File: config.mk
export PLATFORM = sky130hd
export DESIGN_NAME = icache_axi
export DESIGN_NICKNAME = d
export VERILOG_FILES = /design/src/rtl/icache_axi.sv
export SDC_FILE = /design/constraint.sdc
export NUM_CORES = 2
export LEC_CHECK = 0
export BUFFER_PORTS_ARGS = -buffer_cell sky130_fd_sc_hd__buf_2
export CAP_MARGIN = 40
export CELL_PAD_IN_SITES_DETAIL_PLACEMENT = 1
export CELL_PAD_IN_SITES_GLOBAL_PLACEMENT = 1
export CORE_ASPECT_RATIO = 0.75
export CORE_MARGIN = 1
export CORE_UTILIZATION = 55
export CTS_BUF_LIST = sky130_fd_sc_hd__clkbuf_4 sky130_fd_sc_hd__clkbuf_8
export DETAILED_ROUTE_END_ITERATION = 8
export HOLD_SLACK_MARGIN = 0.06
export PLACE_DENSITY_LB_ADDON = 0.1
export SYNTH_ARGS = -nofsm -noshare
export SYNTH_HDL_FRONTEND = slang
export SYNTH_SLANG_ARGS = --single-unit
File: constraint.sdc
create_clock -name clk -period 6.5 [get_ports clk]
set_input_delay 0.325 -clock clk [delete_from_list [all_inputs] [get_ports clk]]
set_output_delay 0.325 -clock clk [all_outputs]
set_load 0.1 [all_outputs]
File: src/rtl/icache_axi.sv
// Direct-mapped read-only instruction cache. It sits between the IFU's single-beat AXI4 read
// port and the system AXI4 read bus, and refills a whole line with one INCR burst on a miss.
module icache_axi #(
  parameter int LINE_WORDS = 4,
  parameter int SETS       = 16
) (
  input  logic        clk,
  input  logic        rst,
  input  logic        s_arvalid,
  output logic        s_arready,
  input  logic [31:0] s_araddr,
  input  logic [3:0]  s_arid,
  input  logic [7:0]  s_arlen,
  input  logic [2:0]  s_arsize,
  input  logic [1:0]  s_arburst,
  output logic        s_rvalid,
  input  logic        s_rready,
  output logic [31:0] s_rdata,
  output logic [1:0]  s_rresp,
  output logic        s_rlast,
  output logic [3:0]  s_rid,
  output logic        m_arvalid,
  input  logic        m_arready,
  output logic [31:0] m_araddr,
  output logic [3:0]  m_arid,
  output logic [7:0]  m_arlen,
  output logic [2:0]  m_arsize,
  output logic [1:0]  m_arburst,
  input  logic        m_rvalid,
  output logic        m_rready,
  input  logic [31:0] m_rdata,
  input  logic [1:0]  m_rresp,
  input  logic        m_rlast,
  input  logic        fence_i,
  output logic [31:0] hit_cnt,
  output logic [31:0] miss_cnt,
  output logic [2:0]  state_dbg
);
  localparam int OFF_W = $clog2(LINE_WORDS);
  localparam int IDX_W = $clog2(SETS);
  localparam int TAG_W = 32 - 2 - OFF_W - IDX_W;

  // Handshakes: a transfer happens on a rising edge where both valid and ready are high; a
  // valid output, once raised, holds its payload stable until that edge.
  typedef enum logic [2:0] {IDLE, LOOKUP, MISS_AR, MISS_R, RESP} state_t;

  state_t             state;
  logic [31:0]        req_addr;
  logic [OFF_W-1:0]   req_off;
  logic [IDX_W-1:0]   req_idx;
  logic [TAG_W-1:0]   req_tag;
  logic [OFF_W-1:0]   beat_cnt;
  logic [SETS-1:0]    valid;
  logic [TAG_W-1:0]   tag_mem  [SETS];
  logic [31:0]        data_mem [SETS][LINE_WORDS];
  logic               fence_pending;
  logic               err;
  logic               hit;
  logic               bad_last;
  logic               unused_ok;

  assign req_off = req_addr[2 +: OFF_W];
  assign req_idx = req_addr[2 + OFF_W +: IDX_W];
  assign req_tag = req_addr[31 -: TAG_W];
  assign hit     = valid[req_idx] && (tag_mem[req_idx] == req_tag);

  // A refill is unusable if any beat errored, or if rlast arrived before the line was full.
  assign bad_last = err || (m_rresp != 2'b00) || (beat_cnt != OFF_W'(LINE_WORDS - 1));

  assign s_arready = (state == IDLE) && !fence_pending && !fence_i;
  assign m_arid    = 4'd0;
  assign m_arlen   = 8'(LINE_WORDS - 1);
  assign m_arsize  = 3'b010;
  assign m_arburst = 2'b01;
  assign state_dbg = state;
  assign unused_ok = ^{s_arlen, s_arsize, s_arburst, req_addr[1:0]};

  always_ff @(posedge clk) begin
    if (!rst && state == MISS_R && m_rvalid) begin
      data_mem[req_idx][beat_cnt] <= m_rdata;
      if (m_rlast) tag_mem[req_idx] <= req_tag;
    end
  end

  always_ff @(posedge clk) begin
    if (rst) begin
      state         <= IDLE;
      valid         <= '0;
      fence_pending <= 1'b0;
      err           <= 1'b0;
      beat_cnt      <= '0;
      req_addr      <= '0;
      s_rid         <= '0;
      s_rdata       <= '0;
      s_rresp       <= 2'b00;
      s_rvalid      <= 1'b0;
      s_rlast       <= 1'b0;
      m_arvalid     <= 1'b0;
      m_araddr      <= '0;
      m_rready      <= 1'b0;
      hit_cnt       <= '0;
      miss_cnt      <= '0;
    end else begin
      if (fence_i && state != IDLE) fence_pending <= 1'b1;
      case (state)
        IDLE: begin
          // A fence seen in IDLE is applied at once and wins over a same-cycle request.
          if (fence_i || fence_pending) begin
            valid         <= '0;
            fence_pending <= 1'b0;
          end else if (s_arvalid) begin
            req_addr <= s_araddr;
            s_rid    <= s_arid;
            state    <= LOOKUP;
          end
        end
        LOOKUP: begin
          if (hit) begin
            hit_cnt  <= hit_cnt + 32'd1;
            s_rdata  <= data_mem[req_idx][req_off];
            s_rvalid <= 1'b1;
            s_rlast  <= 1'b1;
            s_rresp  <= 2'b00;
            state    <= RESP;
          end else begin
            miss_cnt       <= miss_cnt + 32'd1;
            valid[req_idx] <= 1'b0;
            m_araddr       <= {req_addr[31:2+OFF_W], {(2+OFF_W){1'b0}}};
            m_arvalid      <= 1'b1;
            state          <= MISS_AR;
          end
        end
        MISS_AR: begin
          if (m_arready) begin
            m_arvalid <= 1'b0;
            m_rready  <= 1'b1;
            beat_cnt  <= '0;
            state     <= MISS_R;
          end
        end
        MISS_R: begin
          if (m_rvalid) begin
            beat_cnt <= beat_cnt + 1'b1;
            if (beat_cnt == req_off) s_rdata <= m_rdata;
            if (m_rlast) begin
              m_rready <= 1'b0;
              s_rvalid <= 1'b1;
              s_rlast  <= 1'b1;
              s_rresp  <= bad_last ? 2'b10 : 2'b00;
              err      <= bad_last;
              if (!bad_last) valid[req_idx] <= 1'b1;
              state    <= RESP;
            end else if (m_rresp != 2'b00 || beat_cnt == OFF_W'(LINE_WORDS - 1)) begin
              err <= 1'b1;
            end
          end
        end
        RESP: begin
          if (s_rready) begin
            s_rvalid <= 1'b0;
            s_rlast  <= 1'b0;
            s_rresp  <= 2'b00;
            err      <= 1'b0;
            state    <= IDLE;
          end
        end
        default: state <= IDLE;
      endcase
    end
  end
endmodule

======== Word level (Yosys, flattened, before mapping) ========
Memories as Yosys holds them, arrays and structs flattened. A register that Yosys moved wholly into a read port is not among the register bits.
Index checks and enable logic that the tools add are counted.
storage, ports and cells
  latch bits .............................. 0
  word-level logic and storage cells ...... 151
  output and inout bits ................... 159
  memories ................................ 2
  bits in writable memories ............... 2,432
  input bits .............................. 91
  bits in registers ....................... 188
  bits in read-only memories .............. 0
memory list
  name      depth  bits a word  read ports  clocked after memory_dff  wr ports  RTL line  source
  data_mem  16     128          1           1                         1         55        logic [31:0] data_mem [SETS][LINE_WORDS];
  tag_mem   16     24           1           1                         1         54        logic [TAG_W-1:0] tag_mem [SETS];
cells by class
  add/subtract/negate cells ............... 3
  div/mod/pow operators ................... 0
  bitwise operators ....................... 7
  muxes and demuxes ....................... 64
  reductions and logical operators ........ 35
  $mul .................................... 0
  order comparisons ....................... 5
  shifts and indexed selects .............. 0
  equality and inequality tests ........... 20
operator list
  kind                     count
  $mux W32                 6
  $mux W128                1
  $mux W16                 5
  $add A32 B1 Y32 const B  2
  $bmux W32 S2             1
  $demux W32 S2            1
  $pmux W32 S2             1
  $pmux W16 S3             1
  $eq A24 B24 Y1           1
  $mux W1                  21
  $mux W3                  7
  $ne A2 B2 Y1 const B     10
  $and A16 B16 Y16         1
  $mux W4                  4
  $not A16 Y16             1
  $or A16 B16 Y16          1
  $pmux W3 S5              1
  $mux W2                  7
  $reduce_and A4 Y1        3
  $reduce_and A6 Y1        2
  $reduce_bool A2 Y1       5
  $reduce_and A3 Y1        3
  $reduce_bool A3 Y1       3
  $logic_and A1 B1 Y1      8
  25 further kinds         38

======== Logic depth before layout (Yosys ltp) ========
  depth after elaboration ................. 9
  gate-level depth with buffers ........... 16
  depth with buffers taken out ............ 9

======== Worst setup path before layout ========
OpenSTA, ideal clock, no wires.
  path type ............................... reg2reg
  start ................................... register state[0] (netlist: state_dbg[0])
  end ..................................... memory data_mem[11][32] (netlist name) (enable)
  data arrival time ....................... 3,962 ps
  path buffers ............................ 3
  path slack .............................. 2,116 ps
  setup time .............................. 421 ps
  cell stages (with the launch flop) ...... 10
  path through ............................ dfxtp_1 > clkbuf_1 > nor2b_1 > clkbuf_1 > and2_1 > nand2_1 > nor2_1 > nand2_1 > clkbuf_1 > nor2_1
between the ends
  cells in the longest elaborated chain, start to end .. 5
RTL lines
  what                               RTL line  source
  start, declared                    47        state_t state;
  start signal, assigned             87        state <= IDLE;
  start signal, assigned             114       state <= LOOKUP;
  start signal, assigned             124       state <= RESP;
  $eq A3 B2 Y1                       79        if (!rst && state == MISS_R && m_rvalid) begin
  $logic_and A1 B1 Y1 (2 in series)  79
  $mux W1                            79
  $mux W128 (not written as such)    80        data_mem[req_idx][beat_cnt] <= m_rdata;
  end, declared                      55
No other way between the ends.

==> run summary <==
The run finished with clean final reports. After routing, the total negative slack on setup checks comes to 0 ns. The overall global routing resource usage is 0.296. Synthesis inferred around 2600 register bits.

The clock insertion delay at the later pin of the skew report came out at approximately 1.1 ns. The number of nets in the layout came out at 5513. The initial antenna violation count came to 19. Summing all placed instances gives a cell area of 107000 um2.

In the synthesized netlist the async set-or-reset flop fraction comes to 0. The leakage power total came out at between 30 and 40 nW. The initialized floorplan defines about 140 standard-cell rows. The biggest area contributor in the post-synthesis netlist is edfxtp_1. Of the total synthesized cell area, the portion taken by AND, OR, NAND and NOR gates is 0.0273. Buffers added to address setup during post-CTS repair amount to 0. The via density per instance came out at 6.43. In the synthesized netlist the dominant register cell turns out to be edfxtp_1. The number of design rule violations left after detail routing is 0. The origin of the worst min-delay path is rst.

The worst clock skew is 0.0834 ns. For this run the aggregate overflow at the end of global routing stands at 0. The root buffer cell chosen for the clock tree is clkbuf_8. The number of standard cells after synthesis came out at 4671. The number of warnings reported in the yosys synthesis log came out at 0. The portion of the clock cycle consumed by the worst path in the final layout came out at 0.822. The largest fanout on the critical path came out at 36. The tightest min-delay check is of the in2reg type. The post-layout instance area is 117000 um2. The quantity of gates resized following cts is 0. The mean area per synthesized cell is 21.7 um2.

The number of maximum-capacitance constraint violations is 0. The post-synthesis share of cell area spent on full adders, half adders and majority gates came out at 0.000741. Data on the critical path arrives at its endpoint at approximately 6.3 ns. Across all register-to-register paths, the minimum setup slack is around 1.2 ns. The distinct cell type count of the synthesized netlist came out at 67. The total power is 34.3 mW. The violation count after the first detailed-route iteration is between 6000 and 7000. The power density normalized to cell area is 295 nW/um2. The TritonCTS clock tree is done. Setup violations remaining at the end of the flow were counted as 0.

After filler insertion, the fill cell instance count of the layout stands at 15000. The worst register-to-register path ends at m_araddr[12]$_SDFFE_PP0P_. CTS saw 2621 sinks. During I/O placement, the number of pins put on the boundary was 250.

The sort of element at the end of the critical path is a register. The number of I/O port buffers is 212. The cell area after technology mapping came out at slightly above 100000 um2. Hold is met by between 0.15 and 0.2 ns. The maximum root-to-sink buffer count came out at 4. The share of cell area taken by muxes after synthesis came out at 0.180. The clock-pin slew reported for the worst setup and hold paths after clock tree synthesis is ~0.080 ns. Measured along the y axis, the die boundary spans 374 um. The count of final hold-check violations is 0. The deepest level of the CTS H-tree is 5. After detailed routing, the total wire length is roughly 270 mm. The worst slew slack as a fraction of its limit is 0.361. The number of cells traversed by the worst register-to-register path came out at 13. The commonest cells after synthesis are 2432 x edfxtp_1, 759 x mux4_2, 235 x nor2_1, 189 x dfxtp_1, 159 x nand2_1. The number of global-route vias before repair is 54300.

The wire length of the first global-routing pass is around 390 mm. The HPWL after detailed placement is 155 mm. By area, the combinational part of the netlist is dominated by multiplexers. Summing over every cut layer, the via total after detailed routing is 52300.

The final max-slew violation count came to 0. The total die area is 186000 um2. The type of origin of the critical path is a register. The register area share after synthesis is 0.758.

By area the synthesized netlist is led by edfxtp_1 72%, mux4_2 17%, dfxtp_1 3.7%. The ratio of cells with drive above 1 in the final layout is 0.343. The initial utilization of the core area, before any placement, comes to 0.553. In this run, synthesis inferred 2432 flip-flops with an integrated enable. The pin count of the biggest net entering global routing is between 100 and 150. The transition at the pin with the smallest max-transition slack came out at roughly 0.96 ns.

The worst-case vdd ir drop came out at roughly 240 uV. The worst hold path passes through 3 cells. By instance count, the leading cell after synthesis is edfxtp_1. The timing-limited maximum frequency came out at 0.187 GHz. The compound-gate portion of the synthesized area came out at 0.0169. Clock tree synthesis inserted a total of 401 buffers.

The synthesized-area fraction occupied by xor and xnor cells came out at 0.00320. The count of nets left with antenna violations after detail routing came out at 0. The chip width came out at around 500 um.

The first TritonRoute pass finished after 5 iterations. The required time of the critical path is 7.44 ns. The capture endpoint of the worst hold path is m_araddr[17]$_SDFFE_PP0P_. The critical path is of the reg2reg type. The share of the synthesized area in the top cell type came out at 0.721. In the final routed layout, each cell accounts on average for 33.7 um. Setup repair after global routing left no endpoint under its margin. The core box area came out at 183000 um2.

From synthesis to final layout, the design area changed by 15.0%. The end-of-flow core utilization is 0.637. The global placer's final weighted congestion is 0.813. The clock period minus final worst setup slack is 5.35 ns.
-- worst max-delay path by stage --
| stage | cells past startpoint | slack (ns) | endpoint |
|---|---|---|---|
| 2_1_floorplan | 9 | 2.12 | data_mem[11][32]$_DFFE_PP_ |
| 3_3_place_gp | 9 | 1.20 | hit_cnt[24]$_SDFFE_PP0P_ |
| 3_5_place_dp | 12 | 1.40 | state_dbg[1]$_SDFFE_PP0P_ |
| 4_1_cts | 12 | 1.42 | state_dbg[1]$_SDFFE_PP0P_ |
| 5_1_grt | 12 | 1.07 | state_dbg[1]$_SDFFE_PP0P_ |
| 6_report | 13 | 1.15 | m_araddr[12]$_SDFFE_PP0P_ |
-- power breakdown --
part / internal [mW] / switching [mW]
logic: 1.03 / 1.55
registers: 18.5 / 0.0933
clock network: 6.89 / 6.31
-- layout by cell type (no fill, tap or decap), drive strengths merged, types with 6 or more instances in the layout --
cell type    instances
nand2b               7
and3                20
conb                22
or3                 17
o211ai              22
o22ai                6
or2                 10
nor3                11
ha                   6
o41ai                7
dfxtp              189
edfxtp            2432
o221a               33
nand4               22
o311ai               8
xor2                12
or4                 16
clkinv             130
mux2                33
mux4               759
xnor2               25
nand3               35
nor4                 6
diode               14
dlygate4sd3        179
a21oi               70
clkbuf             557
mux2i               79
nor2               235
buf                423
nand2              159
inv                 19
and2                 9
nor2b               31
a2111oi              7
o21ai               44
o31ai                9
-- what timing repair did --
item,CTS,global route
hold buffers,179,0
endpoints found under the hold margin,2165,0
setup endpoints to repair,0,0
-- area by class of cell --
cell class	count	area [um2]	share of cell area
timing repair buffer	602	5230	0.0448
antenna	14	35.0	0.000301
clock buffer	557	6810	0.0584
sequential	2621	76800	0.659
tap	2415	3020	0.0259
inverter	15	63.8	0.000548
multi-input combinational	1775	23800	0.205
clock inverter	142	727	0.00624
-- state kept, by name, summed over array words and instances, names as in the netlist, named ones only --
signal	count
miss_cnt	32
m_rready	1
valid	16
err	1
hit_cnt	32
state_dbg	3
req_addr	30
s_rdata	32
m_arvalid	1
data_mem	2048
s_rid	4
fence_pending	1
s_rresp	1
m_araddr	28
tag_mem	384
s_rlast	1
beat_cnt	2
-- per-stage QoR --
| stage | setup WS (ns) | std cells |
|---|---|---|
| 2_1_floorplan | 2.12 | 4691 |
| 3_3_place_gp | 1.20 | 7202 |
| 3_5_place_dp | 1.40 | 7247 |
| 4_1_cts | 1.42 | 8125 |
| 5_1_grt | 1.07 | 8135 |
| 6_report | 1.15 | 8141 |
-- per-layer routing --
metal / vias up / track usage / part of all wire
met3: 465 / 0.0588 / 0.091
li1: 21100 / - / -
met5: - / 0 / 0.00012
met2: 2489 / 0.443 / 0.46
met4: 4 / 0.0937 / 0.031
met1: 28300 / 0.445 / 0.42
-- worst max-delay path, stage by stage, from the launching register on --
cell and delay (ns):
dfxtp_4 0.46, buf_16 0.28, buf_4 0.34, mux4_2 0.53, nor2_1 0.22, o32a_1 0.20
o21ai_0 0.21, or4_1 0.86, nor4_2 0.74, buf_4 0.31, a21oi_4 0.07, buf_4 0.33
mux2i_1 0.39, nor2_1 0.17
-- cells by family after synthesis --
family | Yosys count
DFF | 2621
muxes | 871
and+or+nand+nor | 596
buffers and inverters | 295
AOI/OAI and AO/OA | 243
xor gates and xnor gates | 37
adders and majority gates | 6
other | 2
(Power assumes the default switching activity.)
